<file path="src/rtl/maze_port_arbiter.sv">
// maze_port_arbiter: three-way round-robin arbiter in front of a single BRAM port.
// Requester 0 = maze generator, 1 = player/collision, 2 = renderer.
// Optional build macro MAZE_ARB_CLEAR_EN adds a 256-cycle post-reset clear sweep
// that writes CLEAR_VALUE to every cell before any requester is served.
//
// Handshake: a requester raises req[i] with req_we/req_addr/req_wdata and holds
// them stable until gnt[i]; gnt is combinational and marks the very cycle the BRAM
// is accessed. A req still high after gnt is a new request. A read granted in
// cycle N returns rvalid[i] with rdata in cycle N+1; writes never raise rvalid.
module maze_port_arbiter #(
    parameter logic [8:0] CLEAR_VALUE = 9'h000
) (
    input  logic        clk,
    input  logic        rst_n,
    input  logic [2:0]  req,
    input  logic [2:0]  req_we,
    input  logic [23:0] req_addr,
    input  logic [26:0] req_wdata,
    output logic [2:0]  gnt,
    output logic [2:0]  rvalid,
    output logic [8:0]  rdata,
    output logic        bram_en,
    output logic        bram_we,
    output logic [7:0]  bram_addr,
    output logic [8:0]  bram_din,
    input  logic [8:0]  bram_dout,
    output logic        busy
);

    logic [1:0] ptr;
    logic [1:0] ptr_nx;
    logic [1:0] sel_idx;
    logic [2:0] sel_oh;
    logic       sel_we;
    logic [7:0] sel_addr;
    logic [8:0] sel_din;
    logic       grant_any;

`ifdef MAZE_ARB_CLEAR_EN
    typedef enum logic {CLEAR = 1'b0, SERVE = 1'b1} state_t;
    state_t     state;
    state_t     state_nx;
    logic [7:0] clr_cnt;

    // State register and sweep address counter; counter only advances while clearing.
    always_ff @(posedge clk or negedge rst_n) begin
        if (!rst_n) begin
            state   <= CLEAR;
            clr_cnt <= 8'h00;
        end else begin
            state <= state_nx;
            if (state == CLEAR) clr_cnt <= clr_cnt + 8'd1;
        end
    end

    // Next state: leave CLEAR once the last cell (255) has been written; SERVE is terminal.
    always_comb begin
        state_nx = state;
        if (state == CLEAR && clr_cnt == 8'hFF) state_nx = SERVE;
    end
`endif

    // Round-robin pick: first asserted request starting at ptr, wrapping mod 3.
    always_comb begin
        grant_any = |req;
        sel_idx   = 2'd0;
        unique case (ptr)
            2'd1:    sel_idx = req[1] ? 2'd1 : (req[2] ? 2'd2 : 2'd0);
            2'd2:    sel_idx = req[2] ? 2'd2 : (req[0] ? 2'd0 : 2'd1);
            default: sel_idx = req[0] ? 2'd0 : (req[1] ? 2'd1 : 2'd2);
        endcase
    end

    // Steer the picked requester's fields onto the BRAM side and compute the next pointer.
    always_comb begin
        sel_oh   = 3'b001;
        sel_we   = req_we[0];
        sel_addr = req_addr[7:0];
        sel_din  = req_wdata[8:0];
        ptr_nx   = 2'd1;
        case (sel_idx)
            2'd1: begin
                sel_oh   = 3'b010;
                sel_we   = req_we[1];
                sel_addr = req_addr[15:8];
                sel_din  = req_wdata[17:9];
                ptr_nx   = 2'd2;
            end
            2'd2: begin
                sel_oh   = 3'b100;
                sel_we   = req_we[2];
                sel_addr = req_addr[23:16];
                sel_din  = req_wdata[26:18];
                ptr_nx   = 2'd0;
            end
            default: ;
        endcase
    end

    // Output decode; everything that touches the BRAM is forced idle while rst_n is low.
    always_comb begin
        gnt       = 3'b000;
        bram_en   = 1'b0;
        bram_we   = 1'b0;
        bram_addr = 8'h00;
        bram_din  = CLEAR_VALUE;
        busy      = 1'b0;
        if (rst_n) begin
`ifdef MAZE_ARB_CLEAR_EN
            if (state == CLEAR) begin
                busy      = 1'b1;
                bram_en   = 1'b1;
                bram_we   = 1'b1;
                bram_addr = clr_cnt;
            end else
`endif
            if (grant_any) begin
                gnt       = sel_oh;
                bram_en   = 1'b1;
                bram_we   = sel_we;
                bram_addr = sel_addr;
                bram_din  = sel_din;
            end
        end
    end

    // Pointer advances past each winner; read grants become next-cycle rvalid pulses.
    always_ff @(posedge clk or negedge rst_n) begin
        if (!rst_n) begin
            ptr    <= 2'd0;
            rvalid <= 3'b000;
        end else begin
            rvalid <= gnt & ~req_we;
            if (|gnt) ptr <= ptr_nx;
        end
    end

    // BRAM output register already provides the one-cycle read latency.
    assign rdata = bram_dout;

endmodule

</file>
<file path="config.mk">
export PLATFORM = sky130hd
export DESIGN_NAME = maze_port_arbiter
export DESIGN_NICKNAME = d
export VERILOG_FILES = /design/src/rtl/maze_port_arbiter.sv
export SDC_FILE = /design/constraint.sdc
export NUM_CORES = 1
export LEC_CHECK = 0
export ABC_AREA = 1
export BUFFER_PORTS_ARGS = -buffer_cell sky130_fd_sc_hd__clkbuf_2
export CAP_MARGIN = 20
export CORE_ASPECT_RATIO = 2
export CORE_MARGIN = 10
export CORE_UTILIZATION = 34
export CTS_CLUSTER_DIAMETER = 30
export CTS_CLUSTER_SIZE = 20
export DETAILED_ROUTE_END_ITERATION = 8
export PLACE_DENSITY = 0.81
export SETUP_SLACK_MARGIN = 0.1
export SYNTH_ARGS = -nofsm -noshare
export SYNTH_HDL_FRONTEND = slang
export SYNTH_SLANG_ARGS = --single-unit
</file>
<file path="constraint.sdc">
create_clock -name clk -period 2.58 [get_ports clk]
set_clock_uncertainty 0.15 [all_clocks]
set_input_delay 0.129 -clock clk [delete_from_list [all_inputs] [get_ports clk]]
set_output_delay 0.129 -clock clk [all_outputs]
set_load 0.03 [all_outputs]
</file>
==> results.yml <==
drt:
  route.detailed.drc: 0
  dr.pass1.iters: 4
  initialDrtViolationCount: 30
  drtAntennaViolNets: 0
  vias_per_cell: 5.19
  drt-total-wl_um: 4880
  routedWlPerCell_um: 18.1
  vias: 1402
die:
  die_area_um2: 5300
  row_count: 26
  start_util_pct: 35.6
  ports_placed_on_the_boundary: 103
  area_of_the_core_um2: 2570
  die_span_in_y_um: 93.4
  die_width_um: 56.7
pwr:
  pwr_density_cell_nw_per_um2: 1640
  seqPwrFrac_pct: 3.6
  power.share.clock_pct: 4.5
  internal_power_mw: 1.60
  power_switching_share_pct: 53.5
  net-switching-power_mw: 1.84
  static-leakage-power_nw: 1.01
  combPwrFrac_pct: 91.9
  worst_ir_drop_vdd_v: 0.00114
sta:
  setup_tns_ps: 0
  grt_setup_unrepaired: "yes"
  layout_setup_ws_ps: 8.94
  finalHoldViolations: 0
  fmaxAchievable_mhz: 389
  worst_tran_pin_value_ps: 623
  period_share_pct: 99.7
  worst_slew_margin_relative_to_its_limit_pct: 58.4
  finalCriticalPeriod_ps: 2570
  finalHoldWorstSlack_ps: 108
  finalSetupViolCount: 0
  report.final.slew_viol_count: 0
clock_tree:
  cts_buffers: 3
  clock-sinks: 5
  clk_pin_slew_worst_paths_ps: 30
  clkLatencyLatePin_ps: 230
  cts_buffer_depth: 2
  tritoncts: "yes"
  ctsHtreeMaxLevel: 1
  clock_tree.root_cell: "sky130_fd_sc_hd__clkbuf_8"
grt:
  grt_first_pass_wirelength_um: 6740
  grt_overflow_total: 0
  globalRouteTotalUtil_pct: 15.4
  grt_max_degree: 21
  initial_antenna_violation_count: 0
  first_global_vias: 1413
placement:
  preCtsSetupSlack_ps: -17.3
  post-dp-hpwl_um: 3170
  dp_cells: 255
  gp_congestion: 0.816
  placement.io_buffers: 83
setup_path:
  critPathLaunch: "ptr[1]$_DFFE_PN0P_"
  cp_max_fo: 7
  worst-path-stages: 13
  r2r_end: "ptr[0]$_DFFE_PN0P_"
  critPathCaptureType: "output pin"
  regToRegSetupSlack_ps: 510
  critical_path.reg2reg.startpoint: "ptr[1]$_DFFE_PN0P_"
  critical-path-top-delay-family: "buffers and inverters"
  worstPathBufferInverterCount: 6
  crit_end: "bram_addr[1]"
  timing_worst_setup_path_type: "register to output pin"
  cp.arrival_ps: 2290
  worstSetupStartpointType: "register"
  required_ps: 2300
  critical_path.cell_chain: "inv_2 > ha_4 > inv_1 > o21bai_4 > a21boi_4 > inv_2 > ha_4 > inv_8 > buf_12 > nand2_4 > a21oi_4 > nor3_4 > clkbuf_8"
  timing.critical_path.slowest_stage_cell: "sky130_fd_sc_hd__dfrtp_1"
  worstRegToRegCells: 12
  cpPeakStageDelay_ps: 430
yosys:
  ys_warn_count: 0
  post_synth_instance_area_um2: 916
  synth.distinct_cells: 22
  synthesis.area_per_instance_um2: 5.83
  synth_fp_nets: 230
  postSynthCellCount: 157
  seq_area_frac_synth_pct: 13.7
  synth_seq_cells: 5
cells_and_area:
  insertedDiodeCount: 0
  finish.utilization_pct: 81.7
  design.final.nets: 316
  commonest_cells_after_routing_fill_and_taps_aside: "sky130_fd_sc_hd__clkbuf_2 (65), sky130_fd_sc_hd__nand2_1 (29), sky130_fd_sc_hd__nor3_4 (18), sky130_fd_sc_hd__a21oi_2 (16), sky130_fd_sc_hd__nor2_2 (12)"
  final-instance-count-excl-fill: 270
  syn_to_final_growth_pct: 129
  commonest_non_fill_non_tap_cell_in_the_layout: "sky130_fd_sc_hd__clkbuf_2"
  post_route_cells_drive_above_1_share_pct: 74.8
status:
  outcome: "finished clean"
job:
  max-cap-violations: 0
min_path:
  hold_class: "input pin to output pin"
## area by class of cell
type,count,area (um2)
Multi-Input combinational cell,120,1050
Sequential cell,5,126
Timing Repair inverter,1,7.51
Clock buffer,4,45.0
Fill cell,161,469
Tap cell,28,35.0
Timing Repair Buffer,99,777
Inverter,13,56.3
## worst min-delay path by stage
stage / startpoint / to / slack (ps) / depth (start not counted)
5_1_grt: bram_dout[0] / rdata[0] / 110 / 0
6_report: bram_dout[3] / rdata[3] / 110 / 0
2_1_floorplan: rst_n / ptr[0]$_DFFE_PN0P_ / -320 / 0
3_3_place_gp: rst_n / ptr[0]$_DFFE_PN0P_ / -160 / 1
4_1_cts: bram_dout[8] / rdata[8] / 110 / 0
3_5_place_dp: rst_n / ptr[0]$_DFFE_PN0P_ / -160 / 1
## cell usage after synthesis
| master | count | area (um2) |
|---|---|---|
| sky130_fd_sc_hd__a21oi_1 | 18 | 90.1 |
| sky130_fd_sc_hd__nor2_2 | 2 | 12.5 |
| sky130_fd_sc_hd__conb_1 | 1 | 3.75 |
| sky130_fd_sc_hd__nor3_2 | 2 | 20.0 |
| sky130_fd_sc_hd__nor2_1 | 21 | 78.8 |
| sky130_fd_sc_hd__inv_4 | 1 | 6.26 |
| sky130_fd_sc_hd__buf_6 | 2 | 22.5 |
| sky130_fd_sc_hd__nand3_1 | 5 | 25.0 |
| sky130_fd_sc_hd__nand2_1 | 44 | 165 |
| sky130_fd_sc_hd__inv_2 | 1 | 3.75 |
| sky130_fd_sc_hd__dfrtp_1 | 5 | 125 |
| sky130_fd_sc_hd__inv_1 | 11 | 41.3 |
| sky130_fd_sc_hd__buf_2 | 4 | 20.0 |
| sky130_fd_sc_hd__ha_1 | 5 | 62.6 |
| sky130_fd_sc_hd__o21bai_1 | 1 | 7.51 |
| sky130_fd_sc_hd__buf_4 | 12 | 90.1 |
| sky130_fd_sc_hd__nor3_1 | 16 | 80.1 |
| sky130_fd_sc_hd__nand2_4 | 2 | 22.5 |
| sky130_fd_sc_hd__clkbuf_1 | 1 | 3.75 |
| sky130_fd_sc_hd__a21boi_0 | 1 | 7.51 |
| sky130_fd_sc_hd__o211ai_1 | 1 | 7.51 |
| sky130_fd_sc_hd__nor2_8 | 1 | 20.0 |
## metrics by stage
stage                     cell area, um2  total power [mW]
final                               2100              3.44
after global routing                2100              3.65
after CTS                           1830              2.83
after detailed placement            1510              2.21
after global placement              1510              2.16
after floorplan                     1110              1.67
## what timing repair did
action | CTS | global route
gates cloned | 1 | 2
resized for setup | 54 | 73
pin swaps | 1 | 15
setup buffers | 3 | 1
hold buffers | 4 | 0
hold endpoints to repair | 8 | 0
endpoints found under the setup margin | 19 | 18
## cells by family (layout without fill, tap and decap cells)
| group | Yosys count | count (layout) | synth area share (%) |
|---|---|---|---|
| AOI/OAI and AO/OA | 21 | 21 | 12.3 |
| adders and majority gates | 5 | 5 | 6.83 |
| buffers and inverters | 32 | 117 | 20.5 |
| DFF | 5 | 5 | 13.7 |
| other | 1 | 1 | 0.409 |
| and+or+nand+nor | 93 | 93 | 46.3 |
## power by group through the flow
stage | clock network, mW | registers (mW) | logic (mW)
after floorplan | 0 | 0.127 | 1.54
after global placement | 0 | 0.112 | 2.05
after detailed placement | 0 | 0.114 | 2.09
after CTS | 0.152 | 0.116 | 2.56
after global routing | 0.164 | 0.127 | 3.36
final | 0.155 | 0.125 | 3.16
## flip-flops by register name, summed over array words and instances (netlist names)
register  count
ptr           2
rvalid        3
## metal layers
layer | track usage [%] | share of wire (%) | vias up | wire length, um
li1 | - | - | 661 | -
met3 | 6.50 | 8.5 | 19 | 414
met5 | 0 | 0 | - | 0
met2 | 29.8 | 59 | 62 | 2860
met4 | 4.64 | 4.1 | 0 | 201
met1 | 13.8 | 29 | 660 | 1400
No activity file was read; power rests on OpenSTA's default activity.
